`src/rtl/imem_dmem_arbiter.sv`:
```
// Single-port arbiter for the unified program/data RAM: shares one 1-cycle-latency
// RAM between instruction fetch and load/store, with starvation guard, flush and halt drain.
module imem_dmem_arbiter #(
    parameter int AW           = 8,
    parameter int DW           = 32,
    parameter int STARVE_LIMIT = 4
) (
    input  logic          clk1,
    input  logic          reset,
    input  logic          if_req,
    input  logic [AW-1:0] if_addr,
    output logic          if_gnt,
    output logic          if_rvalid,
    output logic [DW-1:0] if_rdata,
    input  logic          dm_req,
    input  logic          dm_we,
    input  logic [AW-1:0] dm_addr,
    input  logic [DW-1:0] dm_wdata,
    output logic          dm_gnt,
    output logic          dm_rvalid,
    output logic [DW-1:0] dm_rdata,
    input  logic          flush,
    input  logic          halt,
    output logic          halted,
    output logic          mem_en,
    output logic          mem_we,
    output logic [AW-1:0] mem_addr,
    output logic [DW-1:0] mem_wdata,
    input  logic [DW-1:0] mem_rdata,
    output logic [15:0]   conflict_cnt
);

    typedef enum logic [1:0] {
        ST_RUN,
        ST_DRAIN,
        ST_HALTED
    } state_t;

    localparam logic [3:0] STARVE_MAX = 4'(STARVE_LIMIT);

    state_t     state;
    logic [3:0] starve_cnt;
    logic       fetch_elig;
    logic       data_elig;
    logic       starve_hit;
    logic       rd_gnt;
    logic       fetch_pending;
    logic       data_pending;

    logic       vld_p1;
    logic       port_p1;
    logic       if_vld_p2;
    logic       dm_vld_p2;

    function automatic logic [15:0] sat_inc16(input logic [15:0] v);
        return (v == 16'hFFFF) ? v : v + 16'd1;
    endfunction

    function automatic logic [3:0] sat_inc_starve(input logic [3:0] v);
        return (v >= STARVE_MAX) ? STARVE_MAX : v + 4'd1;
    endfunction

    // Arbitration and RAM command (grant cycle)
    always_comb begin
        fetch_elig    = !reset && if_req && (state == ST_RUN) && !flush;
        data_elig     = !reset && dm_req;
        starve_hit    = (starve_cnt == STARVE_MAX);
        if_gnt        = fetch_elig && (!data_elig || starve_hit);
        dm_gnt        = data_elig && !if_gnt;
        mem_en        = if_gnt || dm_gnt;
        mem_we        = dm_gnt && dm_we;
        mem_addr      = if_gnt ? if_addr : dm_addr;
        mem_wdata     = dm_wdata;
        rd_gnt        = if_gnt || (dm_gnt && !dm_we);
        // A flush kills the fetch tag in stage 1 before it can capture read data.
        fetch_pending = vld_p1 && !port_p1 && !flush;
        data_pending  = vld_p1 && port_p1;
    end

    // Grant N-2 is already registered when a flush arrives, so its valid is masked here.
    assign if_rvalid = if_vld_p2 && !flush;
    assign dm_rvalid = dm_vld_p2;

    // Stage 1: response tag registered at end of grant cycle
    always_ff @(posedge clk1 or posedge reset) begin
        if (reset) begin
            vld_p1  <= 1'b0;
            port_p1 <= 1'b0;
        end else begin
            vld_p1  <= rd_gnt;
            port_p1 <= dm_gnt;
        end
    end

    // Stage 2: RAM data captured into the owning port, valid in the following cycle
    always_ff @(posedge clk1 or posedge reset) begin
        if (reset) begin
            if_vld_p2 <= 1'b0;
            dm_vld_p2 <= 1'b0;
            if_rdata  <= '0;
            dm_rdata  <= '0;
        end else begin
            if_vld_p2 <= fetch_pending;
            dm_vld_p2 <= data_pending;
            if (fetch_pending) begin
                if_rdata <= mem_rdata;
            end
            if (data_pending) begin
                dm_rdata <= mem_rdata;
            end
        end
    end

    always_ff @(posedge clk1 or posedge reset) begin
        if (reset) begin
            starve_cnt <= 4'd0;
        end else if (if_gnt || !if_req) begin
            starve_cnt <= 4'd0;
        end else if (fetch_elig) begin
            starve_cnt <= sat_inc_starve(starve_cnt);
        end
    end

    always_ff @(posedge clk1 or posedge reset) begin
        if (reset) begin
            conflict_cnt <= 16'd0;
        end else if (if_req && dm_req) begin
            conflict_cnt <= sat_inc16(conflict_cnt);
        end
    end

    // Halt sequencing; drain waits only for a fetch whose data has not yet been captured.
    always_ff @(posedge clk1 or posedge reset) begin
        if (reset) begin
            state  <= ST_RUN;
            halted <= 1'b0;
        end else begin
            case (state)
                ST_RUN: begin
                    if (halt) begin
                        state <= ST_DRAIN;
                    end
                end
                ST_DRAIN: begin
                    if (!fetch_pending) begin
                        state  <= ST_HALTED;
                        halted <= 1'b1;
                    end
                end
                ST_HALTED: begin
                    halted <= 1'b1;
                end
                default: begin
                    state  <= ST_RUN;
                    halted <= 1'b0;
                end
            endcase
        end
    end

endmodule

```
`config.mk`:
```
export PLATFORM = sky130hd
export DESIGN_NAME = imem_dmem_arbiter
export DESIGN_NICKNAME = d
export VERILOG_FILES = /design/src/rtl/imem_dmem_arbiter.sv
export SDC_FILE = /design/constraint.sdc
export NUM_CORES = 1
export LEC_CHECK = 0
export ABC_CLOCK_PERIOD_IN_PS = 3500
export BUFFER_PORTS_ARGS = -buffer_cell sky130_fd_sc_hd__buf_2
export CAP_MARGIN = 10
export CORE_MARGIN = 2
export CORE_UTILIZATION = 40
export CTS_CLUSTER_SIZE = 14
export DETAILED_ROUTE_END_ITERATION = 8
export PLACE_DENSITY = 0.7
export SLEW_MARGIN = 10
export SYNTH_ARGS = -nofsm -noshare
export SYNTH_HDL_FRONTEND = slang
export SYNTH_SLANG_ARGS = --single-unit
export TNS_END_PERCENT = 30
```
`constraint.sdc`:
```
create_clock -name clk1 -period 3.5 [get_ports clk1]
set_clock_uncertainty 0.1 [all_clocks]
set_input_delay 0.35 -clock clk1 [delete_from_list [all_inputs] [get_ports clk1]]
set_output_delay 0.35 -clock clk1 [all_outputs]
set_load 0.005 [all_outputs]
```
==> flow_metrics.tcl <==
set metrics [dict create \
    synthAdderAreaFrac_pct 2.16 \
    core-area_um2 9820 \
    cts-resized-gates 0 \
    synth_simple_gate_area_share_pct 8.01 \
    clock.fmax_mhz 362 \
    setup_viol 0 \
    clock_latency_ns 0.35 \
    irDropWorstVdd_uv 266 \
    finalWirelength_um 8580 \
    p_per_area_nw_per_um2 642 \
    status "finished clean" \
    avgViaCountPerCell 4.78 \
    top_usage_layer "met2" \
    layout_common_cells "149 x buf_2, 91 x dfrtp_1, 75 x mux2_2, 12 x nand2_1, 12 x xor2_1" \
    maxCapViolCount 0 \
    clock_path_buffers 2 \
    vias 2702 \
    syn_nets 396 \
    gr-total-overflow 0 \
    ys_warn_count 0 \
    crit_fanout 12 \
    synth_area_leaders "dfrtp_1 56%, mux2_2 21%, buf_4 6.1%" \
    worstPathArrival_ns 2.31 \
    min_period_ns 2.76 \
    drcViolationCount 0 \
    chipHeight_um 105 \
    gp_congestion 0.792 \
    synthToLayoutAreaGrowth_pct 20.8 \
    clk_pin_slew_ns 0.08 \
    synth_compound_area_share_pct 1.79 \
    num_rows 36 \
    grtUsageMet2_pct 23.9 \
    instances_no_fill 565 \
    grtUsageMet1_pct 21.5 \
    critical_path_class "flop to primary output" \
    tightestPinTransition_ns 0.670 \
    synth.largest_area_cell "dfrtp_1" \
    wire_per_inst_um 15.2 \
    route.antenna.remaining_nets 0 \
    cts_tree "yes" \
    post_cts_buffers 0 \
    tns_ns 0 \
    slew_headroom_pct 55.3 \
    initial_core_util_pct 41.3 \
    track_usage_pct 16.2 \
    grt_max_degree 40 \
    synth.area.mux_share_pct 21.1 \
    dieArea_um2 11000 \
    rsz0062_at_grt "no" \
    drtPass1Iterations 4 \
    final_common_cell "buf_2" \
    dieWidth_um 105 \
    grt_pass1_vias 2681 \
    synth-seq-cells 91 \
    synth_top_family_by_area "multiplexers" \
    htreeDepth 3 \
    dp_cells 547 \
    final_nets 520 \
    synthXorXnorAreaFrac_pct 3.02 \
    port_buffers 149 \
    end_kind "primary output" \
    cts_sinks 91 \
    io-pin-count 214 \
    hold_viol 0 \
    hold_class "input pin to flop" \
    final_layout_size_suffix_gt1_share_pct 58.7 \
    report.final.slew_viol_count 0 \
    syn-instance-count 302 \
    cts_root_buf "clkbuf_8" \
    ys_seq_area_share_pct 56.1 \
    grt_util_met3_pct 5.80 \
    p_leak_nw 2.46 \
    synthDominantCellAreaShare_pct 56.1 \
    hpwl_um 6270 \
    required_ns 3.05 \
    drt-initial-drc-count 104 \
    hold_slack_ns 0.101 \
    fin_crit_sh_pct 79.0 \
    start_kind "flop" \
    syn_area_per_cell_um2 13.4 \
    grt_antenna_before_repair 2 \
    synthDistinctLibCells 37 \
    netlist_area_um2 4060 \
    nFillCells 894 \
    ctsHoldBuffers 1 \
    cts_buffers 9 \
    grt_first_pass_wirelength_um 14000 \
]
## critical path: stages (launching register included)
cell	delay [ns]
dfrtp_1	0.41
inv_1	0.12
ha_1	0.22
nand4bb_1	0.32
nor2_1	0.20
buf_4	0.21
mux2_2	0.35
buf_2	0.13
## power breakdown
group	internal (W)	leakage (nW)	switching (W)
clock network	0.000259	0.0808	0.000360
registers	0.00140	1.11	0.000192
logic	0.000555	1.27	0.000386
## layer usage
metal  wire length [um]  part of all wire [%]
met1               3880                    45
met2               3760                    44
met3                765                   8.9
met4                165                   1.9
met5                 12                  0.14
## stage by stage
step / power, W / area [um^2] / setup WS, ns / util [%]
after floorplan: 0.00210 / 4060 / 0.686 / -
after global routing: 0.00338 / 4900 / 0.561 / 49.9
after global placement: 0.00252 / 4730 / 1.26 / 48.2
final: 0.00315 / 4900 / 0.735 / 49.9
after CTS: 0.00320 / 4900 / 0.711 / 49.9
after detailed placement: 0.00257 / 4730 / 1.12 / 48.2
## cell families (layout without fill, tap and decap cells)
kind of cell             Yosys count  in the layout
buffers and inverters             51            180
adder cells (fa/ha/maj)            7              7
multiplexers                      76             76
other                              0              1
XOR/XNOR                          14             14
flip-flops                        91             91
AO/OA/AOI/OAI                     10             10
AND/OR/NAND/NOR                   53             53
## final cells by class
class / instances / area [um^2] / share of cell area [%]
Antenna cell: 1 / 2.50 / 0.0510
Multi-Input combinational cell: 160 / 1470 / 29.9
Clock inverter: 4 / 26.3 / 0.536
Tap cell: 133 / 166 / 3.39
Sequential cell: 91 / 2280 / 46.4
Timing Repair Buffer: 155 / 793 / 16.2
Inverter: 9 / 35.0 / 0.714
Clock buffer: 12 / 135 / 2.76
## state kept, by name (all words and copies together), names as in the netlist
register	count
vld_p1	1
conflict_cnt	16
dm_rvalid	1
starve_cnt	4
dm_rdata	32
halted	1
state	2
if_rdata	32
port_p1	1
if_vld_p2	1
## Yosys cell counts
| cell | instances |
|---|---|
| nand3_1 | 7 |
| nand4_1 | 1 |
| a31oi_1 | 1 |
| nor4b_2 | 1 |
| nor4_4 | 1 |
| o21ai_0 | 2 |
| and3_1 | 1 |
| mux2_2 | 75 |
| mux2_1 | 1 |
| nor2_2 | 1 |
| buf_1 | 5 |
| nor2_1 | 10 |
| and4_1 | 1 |
| ha_1 | 7 |
| buf_4 | 33 |
| inv_1 | 9 |
| dfrtp_1 | 91 |
| xnor2_1 | 2 |
| nor2b_1 | 1 |
| nand4_2 | 2 |
| xor2_1 | 12 |
| nor4_2 | 2 |
| nand4bb_1 | 1 |
| o22ai_1 | 1 |
| a21oi_1 | 2 |
| or3_1 | 1 |
| nand2b_1 | 1 |
| a21o_1 | 1 |
| nor3_1 | 6 |
| clkbuf_1 | 2 |
| o311ai_2 | 1 |
| o31ai_1 | 1 |
| or3b_4 | 1 |
| nand2_1 | 12 |
| buf_2 | 2 |
| o22a_1 | 1 |
| nor3b_1 | 3 |
## final timing paths
check / slack [ns] / endpoint / startpoint / depth (start not counted)
worst max-delay path: 0.74 / mem_addr[4] / state[1] / 7
worst min-delay path: 0.10 / vld_p1 / dm_we / 2
worst max register to register: 1.49 / conflict_cnt[1] / conflict_cnt[7] / 4
worst min register to register: 0.40 / if_rdata[25] / if_rdata[25] / 1
max in group asynchronous: 1.88 / vld_p1 / reset / 4
min in group asynchronous: 0.53 / conflict_cnt[7] / reset / 3
Power figures use the tool's default switching activity.
